--- config.mk ---
export PLATFORM = sky130hd
export DESIGN_NAME = i2c_bus_conditioner
export DESIGN_NICKNAME = d
export VERILOG_FILES = /design/src/rtl/i2c_pkg.sv /design/src/rtl/i2c_glitch_filter.sv /design/src/rtl/i2c_bus_conditioner.sv
export SDC_FILE = /design/constraint.sdc
export NUM_CORES = 1
export LEC_CHECK = 0
export BUFFER_PORTS_ARGS = -buffer_cell sky130_fd_sc_hd__buf_2
export CORE_ASPECT_RATIO = 1.4
export CORE_MARGIN = 1
export CORE_UTILIZATION = 45
export CTS_CLUSTER_DIAMETER = 80
export DETAILED_ROUTE_END_ITERATION = 10
export PLACE_DENSITY_LB_ADDON = 0.25
export SLEW_MARGIN = 20
export SYNTH_ARGS = -nofsm -noshare
export SYNTH_HDL_FRONTEND = slang
export SYNTH_SLANG_ARGS = --single-unit
--- constraint.sdc ---
create_clock -name clk -period 1.58 [get_ports clk]
set_input_delay 0.158 -clock clk [delete_from_list [all_inputs] [get_ports clk]]
set_output_delay 0.158 -clock clk [all_outputs]
set_load 0.01 [all_outputs]
--- src/rtl/i2c_pkg.sv ---
`default_nettype none
// ============================================================================
//  Module  : i2c_pkg
//  Brief   : Shared constants for the I2C front end and slave controller.
//  Revision: 1.0 - initial release
// ============================================================================
package i2c_pkg;

    localparam logic        I2C_IDLE_LEVEL         = 1'b1;
    localparam logic [6:0]  DEVICE_ADDR            = 7'b0101010;
    localparam int unsigned FILTER_LEN_DEFAULT     = 3;
    localparam int unsigned TIMEOUT_CYCLES_DEFAULT = 50000;

endpackage : i2c_pkg
`default_nettype wire

--- src/rtl/i2c_glitch_filter.sv ---
`default_nettype none
// ============================================================================
//  Module  : i2c_glitch_filter
//  Brief   : Two-flop synchroniser plus run-length glitch filter for one line.
//  Revision: 1.0 - initial release
// ============================================================================
module i2c_glitch_filter
    import i2c_pkg::*;
#(
    parameter int unsigned FILTER_LEN = FILTER_LEN_DEFAULT
) (
    input  logic clk,
    input  logic rst_n,
    input  logic line_in,
    output logic line_filt
);

    localparam logic [3:0] c_cnt_max = 4'(FILTER_LEN - 1);

    logic [1:0] r_sync;
    logic [3:0] r_cnt;
    logic       r_filt;
    logic       w_differs;

    assign w_differs = r_sync[1] ^ r_filt;

    always_ff @(posedge clk or negedge rst_n) begin
        if (!rst_n) begin
            r_sync <= {2{I2C_IDLE_LEVEL}};
            r_cnt  <= '0;
            r_filt <= I2C_IDLE_LEVEL;
        end else begin
            r_sync <= {r_sync[0], line_in};
            if (!w_differs) begin
                r_cnt <= '0;
            end else if (r_cnt == c_cnt_max) begin
                // New level has now been stable for FILTER_LEN cycles
                r_filt <= r_sync[1];
                r_cnt  <= '0;
            end else begin
                r_cnt <= r_cnt + 4'd1;
            end
        end
    end

    assign line_filt = r_filt;

endmodule : i2c_glitch_filter
`default_nettype wire

--- src/rtl/i2c_bus_conditioner.sv ---
`default_nettype none
// ============================================================================
//  Module  : i2c_bus_conditioner
//  Brief   : Filtered SDA/SCL, SCL edge strobes, START/STOP detection and
//            bus-busy tracking with an SCL-stuck-low timeout.
//  Revision: 1.0 - initial release
// ============================================================================
module i2c_bus_conditioner
    import i2c_pkg::*;
#(
    parameter int unsigned FILTER_LEN     = FILTER_LEN_DEFAULT,
    parameter int unsigned TIMEOUT_W      = 16,
    parameter int unsigned TIMEOUT_CYCLES = TIMEOUT_CYCLES_DEFAULT
) (
    input  logic clk,
    input  logic rst_n,
    input  logic sda_in,
    input  logic scl_in,
    output logic sda_filt,
    output logic scl_filt,
    output logic scl_rise,
    output logic scl_fall,
    output logic start_det,
    output logic rstart,
    output logic stop_det,
    output logic bus_busy,
    output logic timeout
);

    localparam logic [TIMEOUT_W-1:0] c_to_max = TIMEOUT_W'(TIMEOUT_CYCLES - 1);

    logic                 w_sda_filt, w_scl_filt;
    logic                 r_sda_q, r_scl_q;
    logic                 r_scl_rise, r_scl_fall;
    logic                 r_start_det, r_rstart, r_stop_det;
    logic                 r_bus_busy, r_timeout;
    logic [TIMEOUT_W-1:0] r_to_cnt;
    logic                 w_scl_stable_hi, w_scl_edge;
    logic                 w_start, w_stop, w_to_hit;

    i2c_glitch_filter #(.FILTER_LEN(FILTER_LEN)) u_sda_filter (
        .clk       (clk),
        .rst_n     (rst_n),
        .line_in   (sda_in),
        .line_filt (w_sda_filt)
    );

    i2c_glitch_filter #(.FILTER_LEN(FILTER_LEN)) u_scl_filter (
        .clk       (clk),
        .rst_n     (rst_n),
        .line_in   (scl_in),
        .line_filt (w_scl_filt)
    );

    // An SCL edge in the same cycle as an SDA edge masks START/STOP
    assign w_scl_stable_hi = w_scl_filt & r_scl_q;
    assign w_scl_edge      = w_scl_filt ^ r_scl_q;
    assign w_start         = w_scl_stable_hi & ~w_sda_filt &  r_sda_q;
    assign w_stop          = w_scl_stable_hi &  w_sda_filt & ~r_sda_q;
    assign w_to_hit        = r_bus_busy & ~w_scl_filt & ~w_scl_edge
                           & (r_to_cnt == c_to_max);

    always_ff @(posedge clk or negedge rst_n) begin
        if (!rst_n) begin
            r_sda_q     <= I2C_IDLE_LEVEL;
            r_scl_q     <= I2C_IDLE_LEVEL;
            r_scl_rise  <= 1'b0;
            r_scl_fall  <= 1'b0;
            r_start_det <= 1'b0;
            r_rstart    <= 1'b0;
            r_stop_det  <= 1'b0;
            r_bus_busy  <= 1'b0;
            r_timeout   <= 1'b0;
            r_to_cnt    <= '0;
        end else begin
            r_sda_q     <= w_sda_filt;
            r_scl_q     <= w_scl_filt;
            r_scl_rise  <= w_scl_filt & ~r_scl_q;
            r_scl_fall  <= ~w_scl_filt & r_scl_q;
            r_start_det <= w_start;
            r_rstart    <= w_start & r_bus_busy;
            r_stop_det  <= w_stop;
            r_timeout   <= w_to_hit & ~w_stop;

            if (w_start) begin
                r_bus_busy <= 1'b1;
            end else if (w_stop || w_to_hit) begin
                r_bus_busy <= 1'b0;
            end

            if (!r_bus_busy || w_scl_filt || w_scl_edge || w_to_hit) begin
                r_to_cnt <= '0;
            end else begin
                r_to_cnt <= r_to_cnt + 1'b1;
            end
        end
    end

    assign sda_filt  = w_sda_filt;
    assign scl_filt  = w_scl_filt;
    assign scl_rise  = r_scl_rise;
    assign scl_fall  = r_scl_fall;
    assign start_det = r_start_det;
    assign rstart    = r_rstart;
    assign stop_det  = r_stop_det;
    assign bus_busy  = r_bus_busy;
    assign timeout   = r_timeout;

endmodule : i2c_bus_conditioner
`default_nettype wire
==> results.md <==
Timing:
- Setup repair after global routing could not meet its margin everywhere.
- Of the available clock period, the critical path in the final layout requires 1.049.
- The post-route minimum period is 1657 ps.
- The final max-slew violation count is 0.
- The transition time at the pin with the least slew margin is 441.1 ps.
- Between clock sinks in the finished design, the worst skew comes to 3.537 ps.
- The final count of negative-setup-slack endpoints is 15.
- The smallest setup slack after layout is -77.43 ps.
- The final hold violation count came to 0.
- The accumulated negative setup slack is -798.2 ps.
- Headroom to the max-slew limit came out at 0.7060.
- Derived from the worst setup path, the maximum achievable clock frequency is 0.6033 GHz.

Setup path:
- Data on the critical path arrives at its endpoint at 1830 ps.
- Traced cell by cell, the critical path runs through ha_4 > nand3_4 > or4_4 > o21bai_4 > clkbuf_16 > nor2_1.
- The slowest stage of the critical path belongs to the cell or4_4.
- The type of the setup path with the least slack is reg -> reg.
- For this run, the slowest stage of the critical path takes 500 ps.
- The worst setup path is launched from a register.
- STA puts the critical path data required time at 1750 ps.
- The worst setup path is captured at a register.
- Counting both buffers and inverters, the worst setup path holds a total of 1.
- The largest fanout on the critical path is 7.
- The cell family contributing the most delay on the critical path is simple AND/OR/NAND/NOR gates.

Yosys:
- The net count after synthesis is 158.
- The number of register bits inferred by synthesis is 39.
- Of the post-synthesis cell area, the dominant cell type holds 0.4641.
- The synthesized netlist occupies a cell area of 1672 um2.
- The mean instance size in the synthesized netlist is 11.45 um2.
- The cell taking the most area after synthesis is dfrtp_1.
- The total of warnings raised by yosys is 0.
- The post-synthesis instance total is 146.
- Ranked by total cell area, the synthesized netlist is headed by dfrtp_1 (46%), dfstp_2 (13%), xnor2_1 (7.9%).
- The count of cell types in the netlist is 22.
- Of the synthesized area, sequential elements account for 0.5898.

Clock network:
- At the later pin of the worst-skew pair, clock insertion delay measures 290 ps.
- The tree built by TritonCTS fans out to 39 sinks.
- TritonCTS built the clock tree.
- The cell sitting at the root of the clock tree is a clkbuf_8.
- The clock tree synthesis step divided the H-tree into 2 levels.
- Clock-pin slew was measured on the worst setup and hold paths at 70 ps.
- The total clock buffers created by CTS is 5.
- The longest clock path from root to sink contains 2 buffers.

GRT:
- The routing usage on met3 is 0.05521.
- In the global route stage, met2 resource usage came out at 0.3014.
- In this run the most used layer during global routing was met2.
- Global routing finished with a remaining overflow of 0.
- The first-pass GRT wire length is 4650 um.
- The largest net degree at the start of global routing is 22.
- The initial antenna violation count is 0.
- The overall track demand over capacity in global routing is 0.1684.
- The number of global-route vias before repair was 1098.
- For this run, global-route usage on met1 was measured as 0.1662.

Routing:
- The remaining routing DRC violations is 0.
- The routed via count divided by cell count is 5.013.
- The total wire length after detailed routing is 3057 um.
- After detailed routing, the average wire length per cell comes to 13.47 um.
- The pre-antenna-repair detailed-routing pass consisted of 4 iterations.
- The antenna violation net count after detailed routing is 0.
- The routed layout has 1138 vias.
- The starting DRC count in detailed routing is 26.

Cells and area:
- The share of layout cells above drive strength 1 is 0.3262.
- In the layout the commonest cells are dfrtp_1 (31), nor2_1 (25), buf_4 (17).
- The finished layout holds 227 standard cells, fillers aside.
- The library cell used most frequently in the layout, excluding fill and tap cells, is dfrtp_1.
- The area of all placed cells without fillers is 2143 um2.
- The count of inserted antenna diode cells is 0.
- Measured on the finished design, the core utilization comes to 0.6173.
- The total number of nets in the final design is 198.
- The area growth from synthesis to layout is 28.22%.

Placement:
- Before CTS, the worst setup slack after placement is -53.49 ps.
- Buffers placed on the I/O ports in this run total 12.
- The congestion estimate from routability-driven global placement came to 0.7924.
- In this run the cell area measured after placement is 1916 um2.
- The detailed-placement wirelength estimate is 2021 um.
- The total placed cells including tap cells is 213.

Power:
- The maximum vdd ir drop is 0.001075 V.
- The power per standard cell area is 1407 nW/um2.
- The reported leakage power is 0.9448 nW.

Min path:
- The tightest min-delay check is of the in -> async type.

Die:
- The floorplan step defined a die boundary enclosing 3966 um2.
- The die outline height is 74.12 um.
- The core region is 3472 um2.
- 13 I/O pins were placed.
- The die span in x is 53.51 um.
- Row generation in the floorplan step produced 25 rows.
- The effective utilization at floorplan is 0.4814.

Run status:
- The run finished, with violations left.
- The checks that failed: negative setup slack.

Run:
- The tool flagged a number of max-cap violations equal to 0.
-- metal layers --
layer	wire [um]	share of wire
met2	1704	0.56
met1	1173	0.38
met4	86	0.028
met3	93	0.030
met5	0	0
-- metrics by stage --
stage / hold slack, ps / power, mW
floorplan: -137.6 / 1.764
global placement: 124.8 / 2.006
detailed placement: 133.9 / 2.046
CTS: 347.4 / 2.945
global route: 357.8 / 3.207
finish: 336.4 / 3.017
-- where the power goes --
part,switching [mW],leakage (nW),internal [mW]
logic,0.427,0.376,0.401
clock network,0.332,0.0612,0.510
registers,0.133,0.508,1.21
total,0.892,0.945,2.12
-- repair_timing --
action                                 4_1_cts  5_1_grt
pin swaps                                    1        6
gates resized for setup                      1       10
setup endpoints to repair                   16       17
endpoints found under the hold margin       17        0
buffers inserted                             1        1
hold buffers                                 3        0
cloned                                       0        1
-- flip-flops by register name, indices dropped and copies added (netlist names), 2 cells and up --
register	count
r_to_cnt	16
u_scl_filter.r_cnt	4
u_sda_filter.r_cnt	4
u_scl_filter.r_sync	2
u_sda_filter.r_sync	2
-- logic make-up (layout without fill, tap and decap cells) --
| group | Yosys count | count (layout) | share of synthesized area |
|---|---|---|---|
| AOI/OAI and AO/OA | 2 | 2 | 0.01497 |
| muxes | 2 | 2 | 0.01347 |
| xor gates and xnor gates | 20 | 20 | 0.1048 |
| buffers and inverters | 9 | 50 | 0.02470 |
| DFF | 39 | 39 | 0.5898 |
| and+or+nand+nor | 66 | 66 | 0.1924 |
| adders and majority gates | 8 | 8 | 0.05988 |
-- cells in the mapped netlist (all sizes together) --
master / instances
nand3b: 1
ha: 8
o22ai: 1
mux2: 2
nor2: 31
and2: 1
nand3: 8
xor2: 5
nor3: 4
buf: 1
xnor2: 15
dfstp: 8
nand2: 8
dfrtp: 31
nor4: 6
inv: 8
nand4: 3
o21bai: 1
and3b: 1
nand2b: 2
or4: 1
-- cell type report --
| class | count | area (um2) |
|---|---|---|
| Fill cell | 302 | 1329 |
| Sequential cell | 39 | 985.9 |
| Multi-Input combinational cell | 98 | 696.9 |
| Timing Repair Buffer | 34 | 262.8 |
| Clock buffer | 6 | 82.58 |
| Tap cell | 40 | 50.05 |
| Clock inverter | 2 | 35.03 |
| Inverter | 8 | 30.03 |
-- final timing paths --
| path | start | end | slack (ps) | cells past startpoint |
|---|---|---|---|---|
| hold / removal | rst_n | u_sda_filter.r_cnt[0]$_DFF_PN0_ | 340 | 2 |
| max in group asynchronous | rst_n | u_sda_filter.line_filt$_DFFE_PN1P_ | 650 | 3 |
| hold reg to reg | u_scl_filter.r_sync[0]$_DFF_PN1_ | u_scl_filter.r_sync[1]$_DFF_PN1_ | 360 | 0 |
| setup reg to reg | r_to_cnt[0]$_DFF_PN0_ | r_to_cnt[15]$_DFF_PN0_ | -80 | 6 |
| min in group clk | u_scl_filter.r_sync[0]$_DFF_PN1_ | u_scl_filter.r_sync[1]$_DFF_PN1_ | 360 | 0 |
| setup / recovery | r_to_cnt[0]$_DFF_PN0_ | r_to_cnt[15]$_DFF_PN0_ | -80 | 6 |
Note: power is estimated with default switching activity, not from simulation.
